$ cat src/rtl/cpu_ctrl_pkg.sv
// Shared opcodes, state encoding, strobe bundle and small decode helpers
// for the hardwired control sequencer.
package cpu_ctrl_pkg;

  localparam int unsigned OPC_W   = 5;
  localparam int unsigned OPC_MSB = 31;
  localparam int unsigned OPC_LSB = 27;
  localparam int unsigned STEP_W  = 4;

  typedef logic [OPC_W-1:0] opcode_t;

  localparam opcode_t OP_LD   = 5'b00000;
  localparam opcode_t OP_LDI  = 5'b00001;
  localparam opcode_t OP_ST   = 5'b00010;
  localparam opcode_t OP_ADDI = 5'b01100;
  localparam opcode_t OP_IN   = 5'b10110;
  localparam opcode_t OP_OUT  = 5'b10111;
  localparam opcode_t OP_MFHI = 5'b11000;
  localparam opcode_t OP_MFLO = 5'b11001;
  localparam opcode_t OP_NOP  = 5'b11010;
  localparam opcode_t OP_HALT = 5'b11011;

  typedef enum logic [STEP_W-1:0] {
    ST_T0   = 4'd0,
    ST_T1   = 4'd1,
    ST_T2   = 4'd2,
    ST_T3   = 4'd3,
    ST_T4   = 4'd4,
    ST_T5   = 4'd5,
    ST_T6   = 4'd6,
    ST_T7   = 4'd7,
    ST_HALT = 4'd8
  } state_e;

  localparam logic [STEP_W-1:0] STEP_HALT_IDX = 4'd0;

  typedef struct packed {
    logic pc_out;
    logic pc_increment;
    logic pc_enable;
    logic mar_enable;
    logic mdr_enable;
    logic mdr_out;
    logic read;
    logic ram_write;
    logic ir_enable;
    logic y_enable;
    logic z_enable;
    logic zlo_out;
    logic alu_add;
    logic gra;
    logic grb;
    logic grc;
    logic r_in;
    logic r_out;
    logic ba_out;
    logic c_sign_extended_out;
    logic hi_out;
    logic lo_out;
    logic outport_enable;
    logic inport_out;
  } strobes_t;

  // Final T-step of each instruction; unsupported opcodes behave as nop.
  function automatic state_e last_step(input opcode_t op);
    case (op)
      OP_LDI, OP_ADDI:                 return ST_T5;
      OP_LD, OP_ST:                    return ST_T7;
      OP_IN, OP_OUT, OP_MFHI, OP_MFLO: return ST_T3;
      default:                         return ST_T2;
    endcase
  endfunction

  function automatic logic is_legal(input opcode_t op);
    return op inside {OP_LD, OP_LDI, OP_ST, OP_ADDI, OP_IN, OP_OUT,
                      OP_MFHI, OP_MFLO, OP_NOP, OP_HALT};
  endfunction

  function automatic logic [STEP_W-1:0] step_index(input state_e s);
    return (s == ST_HALT) ? STEP_HALT_IDX : STEP_W'(s);
  endfunction

endpackage

$ cat src/rtl/step_timer.sv
// Holds each T-step for CYCLES clocks; freezes while stalled and pulses
// o_term_c on the clock that ends the step.
module step_timer #(
  parameter int unsigned CYCLES = 2
) (
  input  logic clk,
  input  logic clr,
  input  logic i_en,
  input  logic i_stall,
  output logic o_term_c
);

  localparam int unsigned CNT_W = (CYCLES > 1) ? $clog2(CYCLES) : 1;
  localparam logic [CNT_W-1:0] LAST = CNT_W'(CYCLES - 1);

  logic [CNT_W-1:0] r_cnt;
  logic             w_adv;

  assign w_adv    = i_en && !i_stall;
  assign o_term_c = w_adv && (r_cnt == LAST);

  always_ff @(posedge clk or negedge clr) begin
    if (!clr) begin
      r_cnt <= '0;
    end else if (w_adv) begin
      r_cnt <= (r_cnt == LAST) ? '0 : r_cnt + CNT_W'(1);
    end
  end

endmodule

$ cat src/rtl/control_sequencer.sv
// Hardwired Moore control unit: fetch T0-T2, opcode-driven execute T3-T7,
// registered datapath strobes, sticky illegal flag and retired counter.
module control_sequencer
  import cpu_ctrl_pkg::*;
#(
  parameter int unsigned STEP_CYCLES = 2,
  parameter int unsigned CNT_W       = 16
) (
  input  logic              clk,
  input  logic              clr,
  input  logic [31:0]       ir,
  input  logic              stall,
  output logic              pc_out,
  output logic              pc_increment,
  output logic              pc_enable,
  output logic              mar_enable,
  output logic              mdr_enable,
  output logic              mdr_out,
  output logic              read,
  output logic              ram_write,
  output logic              ir_enable,
  output logic              y_enable,
  output logic              z_enable,
  output logic              zlo_out,
  output logic              alu_add,
  output logic              gra,
  output logic              grb,
  output logic              grc,
  output logic              r_in,
  output logic              r_out,
  output logic              ba_out,
  output logic              c_sign_extended_out,
  output logic              hi_out,
  output logic              lo_out,
  output logic              outport_enable,
  output logic              inport_out,
  output logic              run,
  output logic              illegal,
  output logic [STEP_W-1:0] step,
  output logic [CNT_W-1:0]  retired
);

  state_e             r_state;
  state_e             w_state_nxt;
  opcode_t            r_op;
  opcode_t            w_op_nxt;
  opcode_t            w_ir_op;
  logic               r_active;
  logic               w_timer_en;
  logic               w_term;
  logic               w_retire;
  logic               w_set_ill;
  strobes_t           r_strb;
  logic               r_run;
  logic               r_ill;
  logic [STEP_W-1:0]  r_step;
  logic [CNT_W-1:0]   r_retired;
  logic               w_unused_ir;

  assign w_ir_op     = ir[OPC_MSB:OPC_LSB];
  assign w_unused_ir = ^ir[OPC_LSB-1:0];

  // The first clock after reset only loads the T0 strobes; timing starts after it.
  assign w_timer_en = r_active && (r_state != ST_HALT);

  step_timer #(
    .CYCLES (STEP_CYCLES)
  ) u_step_timer (
    .clk      (clk),
    .clr      (clr),
    .i_en     (w_timer_en),
    .i_stall  (stall),
    .o_term_c (w_term)
  );

  // Strobe pattern for a given step of a given instruction.
  function automatic strobes_t decode(input state_e s, input opcode_t op);
    strobes_t d;
    d = '0;
    case (s)
      ST_T0: begin
        d.pc_out       = 1'b1;
        d.mar_enable   = 1'b1;
        d.pc_increment = 1'b1;
        d.z_enable     = 1'b1;
      end
      ST_T1: begin
        d.read       = 1'b1;
        d.mdr_enable = 1'b1;
        d.zlo_out    = 1'b1;
        d.pc_enable  = 1'b1;
      end
      ST_T2: begin
        d.mdr_out   = 1'b1;
        d.ir_enable = 1'b1;
      end
      ST_T3: begin
        case (op)
          OP_IN: begin
            d.inport_out = 1'b1;
            d.gra        = 1'b1;
            d.r_in       = 1'b1;
          end
          OP_OUT: begin
            d.gra            = 1'b1;
            d.r_out          = 1'b1;
            d.outport_enable = 1'b1;
          end
          OP_MFHI: begin
            d.hi_out = 1'b1;
            d.gra    = 1'b1;
            d.r_in   = 1'b1;
          end
          OP_MFLO: begin
            d.lo_out = 1'b1;
            d.gra    = 1'b1;
            d.r_in   = 1'b1;
          end
          OP_ADDI: begin
            d.grb      = 1'b1;
            d.r_out    = 1'b1;
            d.y_enable = 1'b1;
          end
          default: begin
            d.grb      = 1'b1;
            d.ba_out   = 1'b1;
            d.y_enable = 1'b1;
          end
        endcase
      end
      ST_T4: begin
        d.c_sign_extended_out = 1'b1;
        d.alu_add             = 1'b1;
        d.z_enable            = 1'b1;
      end
      ST_T5: begin
        d.zlo_out = 1'b1;
        if (op == OP_LDI || op == OP_ADDI) begin
          d.gra  = 1'b1;
          d.r_in = 1'b1;
        end else begin
          d.mar_enable = 1'b1;
        end
      end
      ST_T6: begin
        d.mdr_enable = 1'b1;
        if (op == OP_ST) begin
          d.gra   = 1'b1;
          d.r_out = 1'b1;
        end else begin
          d.read = 1'b1;
        end
      end
      ST_T7: begin
        if (op == OP_ST) begin
          d.ram_write = 1'b1;
        end else begin
          d.mdr_out = 1'b1;
          d.gra     = 1'b1;
          d.r_in    = 1'b1;
        end
      end
      default: d = '0;
    endcase
    return d;
  endfunction

  // Next step: opcode latched leaving T2, instruction ends at its last step.
  always_comb begin
    w_state_nxt = r_state;
    w_op_nxt    = r_op;
    w_retire    = 1'b0;
    w_set_ill   = 1'b0;
    if (w_term) begin
      if (r_state == ST_T2) begin
        w_op_nxt = w_ir_op;
      end
      if (r_state == last_step(w_op_nxt)) begin
        w_retire    = 1'b1;
        w_set_ill   = (r_state == ST_T2) && !is_legal(w_op_nxt);
        w_state_nxt = ((r_state == ST_T2) && (w_op_nxt == OP_HALT)) ? ST_HALT : ST_T0;
      end else begin
        w_state_nxt = state_e'(STEP_W'(r_state) + STEP_W'(1));
      end
    end
  end

  always_ff @(posedge clk or negedge clr) begin
    if (!clr) begin
      r_state   <= ST_T0;
      r_op      <= OP_NOP;
      r_active  <= 1'b0;
      r_strb    <= '0;
      r_run     <= 1'b1;
      r_ill     <= 1'b0;
      r_step    <= '0;
      r_retired <= '0;
    end else begin
      r_active <= 1'b1;
      r_state  <= w_state_nxt;
      r_op     <= w_op_nxt;
      r_strb   <= decode(w_state_nxt, w_op_nxt);
      r_run    <= (w_state_nxt != ST_HALT);
      r_step   <= step_index(w_state_nxt);
      if (w_set_ill) begin
        r_ill <= 1'b1;
      end
      if (w_retire) begin
        r_retired <= r_retired + CNT_W'(1);
      end
    end
  end

  assign pc_out              = r_strb.pc_out;
  assign pc_increment        = r_strb.pc_increment;
  assign pc_enable           = r_strb.pc_enable;
  assign mar_enable          = r_strb.mar_enable;
  assign mdr_enable          = r_strb.mdr_enable;
  assign mdr_out             = r_strb.mdr_out;
  assign read                = r_strb.read;
  assign ram_write           = r_strb.ram_write;
  assign ir_enable           = r_strb.ir_enable;
  assign y_enable            = r_strb.y_enable;
  assign z_enable            = r_strb.z_enable;
  assign zlo_out             = r_strb.zlo_out;
  assign alu_add             = r_strb.alu_add;
  assign gra                 = r_strb.gra;
  assign grb                 = r_strb.grb;
  assign grc                 = r_strb.grc;
  assign r_in                = r_strb.r_in;
  assign r_out               = r_strb.r_out;
  assign ba_out              = r_strb.ba_out;
  assign c_sign_extended_out = r_strb.c_sign_extended_out;
  assign hi_out              = r_strb.hi_out;
  assign lo_out              = r_strb.lo_out;
  assign outport_enable      = r_strb.outport_enable;
  assign inport_out          = r_strb.inport_out;
  assign run                 = r_run;
  assign illegal             = r_ill;
  assign step                = r_step;
  assign retired             = r_retired;

endmodule

$ cat config.mk
export PLATFORM = sky130hd
export DESIGN_NAME = control_sequencer
export DESIGN_NICKNAME = d
export VERILOG_FILES = /design/src/rtl/cpu_ctrl_pkg.sv /design/src/rtl/step_timer.sv /design/src/rtl/control_sequencer.sv
export SDC_FILE = /design/constraint.sdc
export NUM_CORES = 1
export LEC_CHECK = 0
export CAP_MARGIN = 40
export CORE_MARGIN = 2
export CORE_UTILIZATION = 48
export DETAILED_ROUTE_END_ITERATION = 10
export GPL_TIMING_DRIVEN = 1
export PLACE_DENSITY = 0.8
export SYNTH_ARGS = -nofsm -noshare
export SYNTH_HDL_FRONTEND = slang
export SYNTH_HIERARCHICAL = 1
export SYNTH_SLANG_ARGS = --single-unit
$ cat constraint.sdc
create_clock -name clk -period 3.65 [get_ports clk]
set_clock_uncertainty 0.05 [all_clocks]
set_input_delay 0.73 -clock clk [delete_from_list [all_inputs] [get_ports clk]]
set_output_delay 0.73 -clock clk [all_outputs]
set_load 0.005 [all_outputs]
==> results of run 1 <==
[cells in the mapped netlist, types with 3 or more instances]
cell,number
ha_1,4
a211o_1,3
a31oi_1,5
nand3b_1,4
o32ai_1,3
nand3_1,8
a21oi_1,10
nor3b_1,5
nor4bb_1,3
nor2_1,19
nor3_1,17
and3_1,5
a311oi_1,3
buf_2,6
buf_4,5
nand4_1,12
xnor2_1,6
dfstp_2,4
nand2_1,13
nor4_1,8
inv_1,8
dfrtp_1,49
o211ai_1,3
clkbuf_1,11
mux2_2,5
mux2i_1,5
o21ai_0,7
xor2_1,12
[layer usage]
metal / GRT usage, % / wire length (um) / up-vias / part of all wire (%)
li1: - / - / 1167 / -
met1: 25.9 / 2780 / 1187 / 43
met2: 34.5 / 3200 / 99 / 49
met3: 5.16 / 394 / 15 / 6.1
met4: 7.67 / 131 / 0 / 2.0
met5: 0 / 0 / - / 0
[area by class of cell]
type | count | share of cell area (%)
multi-input combinational | 203 | 39.1
sequential | 53 | 36.4
timing repair buffer | 71 | 18.0
tap | 75 | 2.57
clock buffer | 5 | 1.88
clock inverter | 3 | 1.20
inverter | 8 | 0.822
[worst max-delay path: cells and delay by family (launching register included)]
family / cells / cell delay, ns
AOI/OAI and AO/OA: 3 / 0.58
adders and majority gates: 1 / 0.21
buffers and inverters: 2 / 0.38
DFF: 1 / 0.46
muxes: 1 / 0.35
and+or+nand+nor: 6 / 1.14
[registers in the layout, indices dropped and copies added, names as in the netlist, 4 cells and up]
name,flops
retired,16
r_op,5
r_state,4
step,4
[kinds of logic after synthesis]
kind of cell	share of synthesized area, %
DFF	45.8
other	0.258
buffers and inverters	5.16
muxes	4.13
AOI/OAI and AO/OA	12.7
and+or+nand+nor	24.3
xor gates and xnor gates	5.98
adders and majority gates	1.72
[how the worst max path moves through the flow]
stage / end / slack [ns] / cells after the start
2_1_floorplan: mar_enable$_DFF_PN0_ / 0.31 / 16
3_3_place_gp: gra$_DFF_PN0_ / 0.18 / 9
3_5_place_dp: read$_DFF_PN0_ / 0.12 / 10
4_1_cts: read$_DFF_PN0_ / 0.37 / 11
5_1_grt: c_sign_extended_out$_DFF_PN0_ / 0.11 / 11
6_report: r_out$_DFF_PN0_ / 0.36 / 13
[metrics by stage]
step	total power (uW)	instances	hold slack, ns	utilization (%)
CTS	2540	418	0.408	62.1
global route	2710	418	0.434	62.1
detailed placement	2120	410	0.413	60.2
floorplan	1660	287	0.384	-
global placement	2090	410	0.407	60.2
finish	2530	418	0.393	62.1
[power by group through the flow]
stage                     Clock, uW  Combinational, uW  Sequential [uW]
after floorplan                   0                806              852
after global placement            0               1180              914
after detailed placement          0               1200              918
after CTS                       415               1210              908
after global routing            439               1340              936
final                           405               1220              910
==> reports/results.tsv, run 1 <==
metric	value	unit
status	finished, final reports clean	
relative slew slack	55.1	%
Ports	81	
ys async rst share	100	%
vias per inst	5.90	
DRC Markers	0	
post-cts sizing count	0	
Clk pwr share	16.0	%
Synth area leader	dfrtp_1	
Max VDD drop	0.350	mV
Worst path slowest cell	dfrtp_1	
#FFs+latches synth	53	
Gate power share	48.1	%
htree depth	2	
port buffer count	52	
Post-synth EDFFs	0	
PwrDens	694	nW/um^2
Mapped Nets	326	
total grt overflow	0	
Final Setup Violations	0	
Post-CTS Setup Inserts	0	
Reg2Reg Launch Point	r_state[1]$_DFF_PN0_	
Final #Nets	381	
CP required	3.81	ns
r2r setup slk	0.36	ns
first-pass GRT wire length	10700	um
Fill cells	489	
Worst-Margin Slew	0.671	ns
Post-Route WL	6500	um
Final GP Congestion	0.907	
DP Area	3540	um^2
Via Count	2468	
Max Fclk	304	MHz
latest clock arrival within the worst-skew pair	0.31	ns
unrepaired setup endpoints after global routing	no	
Setup crit start kind	flip-flop	
Post-Synthesis Cells	287	
Slew Viols, Final	0	
Worst Reg2Reg Path Length in Cells	13	
clock tree buffer depth	2	
worst setup margin	0.363	ns
hpwl dp	4760	um
setup TNS	0	ns
CTS tree	built	
total CTS buffers	5	
switching share of total power	39.2	%
Worst R2R End	r_out$_DFF_PN0_	
routed len/inst	15.5	um
initial antenna violation count	0	
Pre-antenna DRT Iters	4	
Final Cycle Share	90.1	%
Netlist cell types	66	
Starting Density	49.4	%
Worst Path Arrival	3.44	ns
Crit Path Category	reg2reg	
FF/Latch Area	1330	um^2
Die X	81.9	um
vias in the first global route	2355	
synthesized area per cell	10.1	um^2
num rows	28	
core area	5890	um^2
endpoint class of the critical path	flip-flop	
pre-CTS setup slack	0.123	ns
synth top area cells	dfrtp_1 (42%), dfstp_2 (3.6%), xor2_1 (3.6%)	
DRT iter0 DRCs	166	
Sink Count	53	
worst-path cell chain	inv_1, ha_1, nand2_1, o21a_1, nand2b_4, nor2_1, nor4bb_1, buf_4, mux2_2, or2_2, nor3_1, o21ai_0, o32ai_1	
P_sw	994	uW
combined area of the multi-input logic cells	1430	um^2
most common cell after layout, fill and taps aside	clkdlybuf4s50_1	
Seq pwr share	35.9	%
crit path from	r_state[1]$_DFF_PN0_	
worst hold path type	in2async	
Die H	81.9	um
largest net degree at the start of global routing	30	
share of the synthesized area in the top cell type	42.2	%
Hold Buf Count CTS	0	
most frequent cells in the layout	clkdlybuf4s50_1 (51), dfrtp_1 (49), nor2_1 (19), buf_4 (19), nor3_1 (17)	
Synth-to-Final Area Change	25.6	%
clk slew on worst S/H paths	0.10	ns
die footprint	6700	um^2
Yosys warning total	6	
Hold Violations, Final	0	
Post-synth top flop	dfrtp_1	
post-synthesis sequential area ratio	45.8	%
antenna cell count	0	
fin crit period	3.29	ns
Max-Cap Viols	0	
crit-path max cell delay	0.46	ns
cell area after layout	3650	um^2
layout cells sized above 1	15.2	%
Int Pwr	1540	uW
antenna-violating nets left	0	
GRT Overall Usage	20.7	%
CP Max Fanout	9	
area of the mapped netlist	2910	um^2
Leakage	0.00156	uW
CTS Root Cell	clkbuf_8	
No activity file was read; power rests on OpenSTA's default activity.
==> run 2, diff against run 1 <==
--- a/config.mk
+++ b/config.mk
@@ -11,6 +11,7 @@
 export DETAILED_ROUTE_END_ITERATION = 10
 export GPL_TIMING_DRIVEN = 1
 export PLACE_DENSITY = 0.8
+export REMOVE_ABC_BUFFERS = 1
 export SYNTH_ARGS = -nofsm -noshare
 export SYNTH_HDL_FRONTEND = slang
 export SYNTH_HIERARCHICAL = 1
==> run 2 against run 1 <==
  * Combinational power hardly changed
  * Cell area is 0.79% lower
  * Worst hold slack better by 0.0054 ns
  * Non-clock buffer count is 1 lower
  * Register-to-register slack better by 0.09 ns
  * Largest cell class unchanged
  * Utilization is 0.49 points lower
  * Count of clock-buffer cells in the layout is 1 higher
  * Sequential power is 0.5% higher
==> reports/results.tsv, run 2 (synthesis results as in run 1) <==
metric	value	unit
clock tree buffer depth	2	
Worst Reg2Reg Path Length in Cells	7	
port buffer count	52	
Worst R2R End	r_out$_DFF_PN0_	
total grt overflow	0	
Final #Nets	380	
Final Power	2450	uW
hpwl dp	4900	um
status	finished, final reports clean	
CP Max Fanout	10	
Via Count	2454	
relative slew slack	54.7	%
Crit Path Category	in2reg	
Pre-antenna DRT Iters	4	
Starting Density	49.4	%
Post-Route WL	6660	um
antenna cell count	0	
vias in the first global route	2409	
Hold Violations, Final	0	
CTS tree	built	
GRT Overall Usage	21.2	%
Die H	81.9	um
Synth-to-Final Area Change	24.6	%
Post-CTS Setup Inserts	0	
most common cell after layout, fill and taps aside	clkdlybuf4s50_1	
Leakage	0.00155	uW
final std cells w/o fill	417	
Max Fclk	301	MHz
Max-Cap Viols	0	
Worst Path Arrival	3.46	ns
Max VDD drop	0.393	mV
most frequent cells in the layout	clkdlybuf4s50_1 (51), dfrtp_1 (49), nor2_1 (19), buf_4 (18), nor3_1 (17)	
DRT iter0 DRCs	173	
DRC Markers	0	
combined area of the multi-input logic cells	1430	um^2
Setup crit start kind	primary input	
die footprint	6700	um^2
Worst-Margin Slew	0.680	ns
Final GP Congestion	0.841	
Largest register FFs	16	
initial antenna violation count	0	
Sink Count	53	
num rows	28	
first-pass GRT wire length	11100	um
clk slew on worst S/H paths	0.09	ns
Final Cycle Share	91.0	%
Ports	81	
Layout Utilization	61.6	%
PwrDens	677	nW/um^2
unrepaired setup endpoints after global routing	no	
r2r setup slk	0.45	ns
latest clock arrival within the worst-skew pair	0.31	ns
core area	5890	um^2
htree depth	2	
antenna-violating nets left	0	
Die X	81.9	um
worst-path cell chain	clkdlybuf4s50_1, nor3b_1, o2111ai_1, and3_1, a311oi_1, mux2i_2, nand3_2, o32ai_1	
CTS Root Cell	clkbuf_8	
largest net degree at the start of global routing	31	
fin crit period	3.32	ns
CP required	3.79	ns
Final Setup Violations	0	
Worst path slowest cell	clkdlybuf4s50_1	
endpoint class of the critical path	flip-flop	
Placed Instances	409	
routed len/inst	16.0	um
vias per inst	5.88	
crit-path max cell delay	0.56	ns
total CTS buffers	5	
Slew Viols, Final	0	
Min Hold Slack	0.398	ns
Fill cells	485	
worst hold path type	in2async	
Reg2Reg Launch Point	r_op[3]$_DFF_PN1_	
FF/Latch Area	1330	um^2
layout cells sized above 1	14.9	%
-- run 2: cell count changes in the layout (fill, tap and decap cells not counted), sizes merged --
| cell | previous run | this run |
|---|---|---|
| clkbuf | 5 | 6 |
| bufinv | 1 | 0 |
| buf | 20 | 19 |
-- run 2: per-stage QoR --
stage / area (um^2) / setup WS [ns] / setup TNS [ns]
2_1_floorplan: 2790 / -0.621 / -2.63
3_3_place_gp: 3530 / 0.0823 / 0
3_5_place_dp: 3530 / 0.0407 / 0
4_1_cts: 3620 / 0.289 / 0
5_1_grt: 3620 / 0.0638 / 0
6_report: 3620 / 0.330 / 0
-- run 2: cell type report --
cell class	instances	area share, %
tap	75	2.59
inverter	8	0.828
clock buffer	6	2.00
multi-input combinational	203	39.5
sequential	53	36.7
clock inverter	2	0.380
timing repair buffer	70	17.9
-- run 2: power breakdown --
part           leakage (uW)  total (uW)  switching, uW  internal [uW]
Sequential         0.000695         915            162            753
Clock             0.0000456         332            195            137
Combinational      0.000809        1210            644            563
-- run 2: how the worst max path moves through the flow --
stage | startpoint | end
floorplan | r_state[0]$_DFF_PN0_ | mar_enable$_DFF_PN0_
global placement | ir[29] | r_out$_DFF_PN0_
detailed placement | ir[29] | r_out$_DFF_PN0_
CTS | r_state[0]$_DFF_PN0_ | r_out$_DFF_PN0_
global route | ir[29] | r_out$_DFF_PN0_
finish | ir[29] | r_out$_DFF_PN0_
-- run 2: worst max-delay path: cells and delay by family --
| family | cells | cell delay [ns] |
|---|---|---|
| buf+inv | 1 | 0.56 |
| simple gates | 3 | 0.89 |
| compound gates | 3 | 0.93 |
| mux | 1 | 0.36 |
-- run 2: routing by layer --
metal / routed length [um] / GRT usage, % / vias up
met5: 0 / 0 / -
met4: 82 / 5.50 / 0
met3: 305 / 3.19 / 13
met2: 3290 / 37.7 / 88
met1: 2980 / 26.9 / 1197
li1: - / - / 1156
-- run 2: what timing repair did --
action	CTS	global route
hold buffers	0	0
endpoints found under the setup margin	0	1
gates resized for setup	0	1
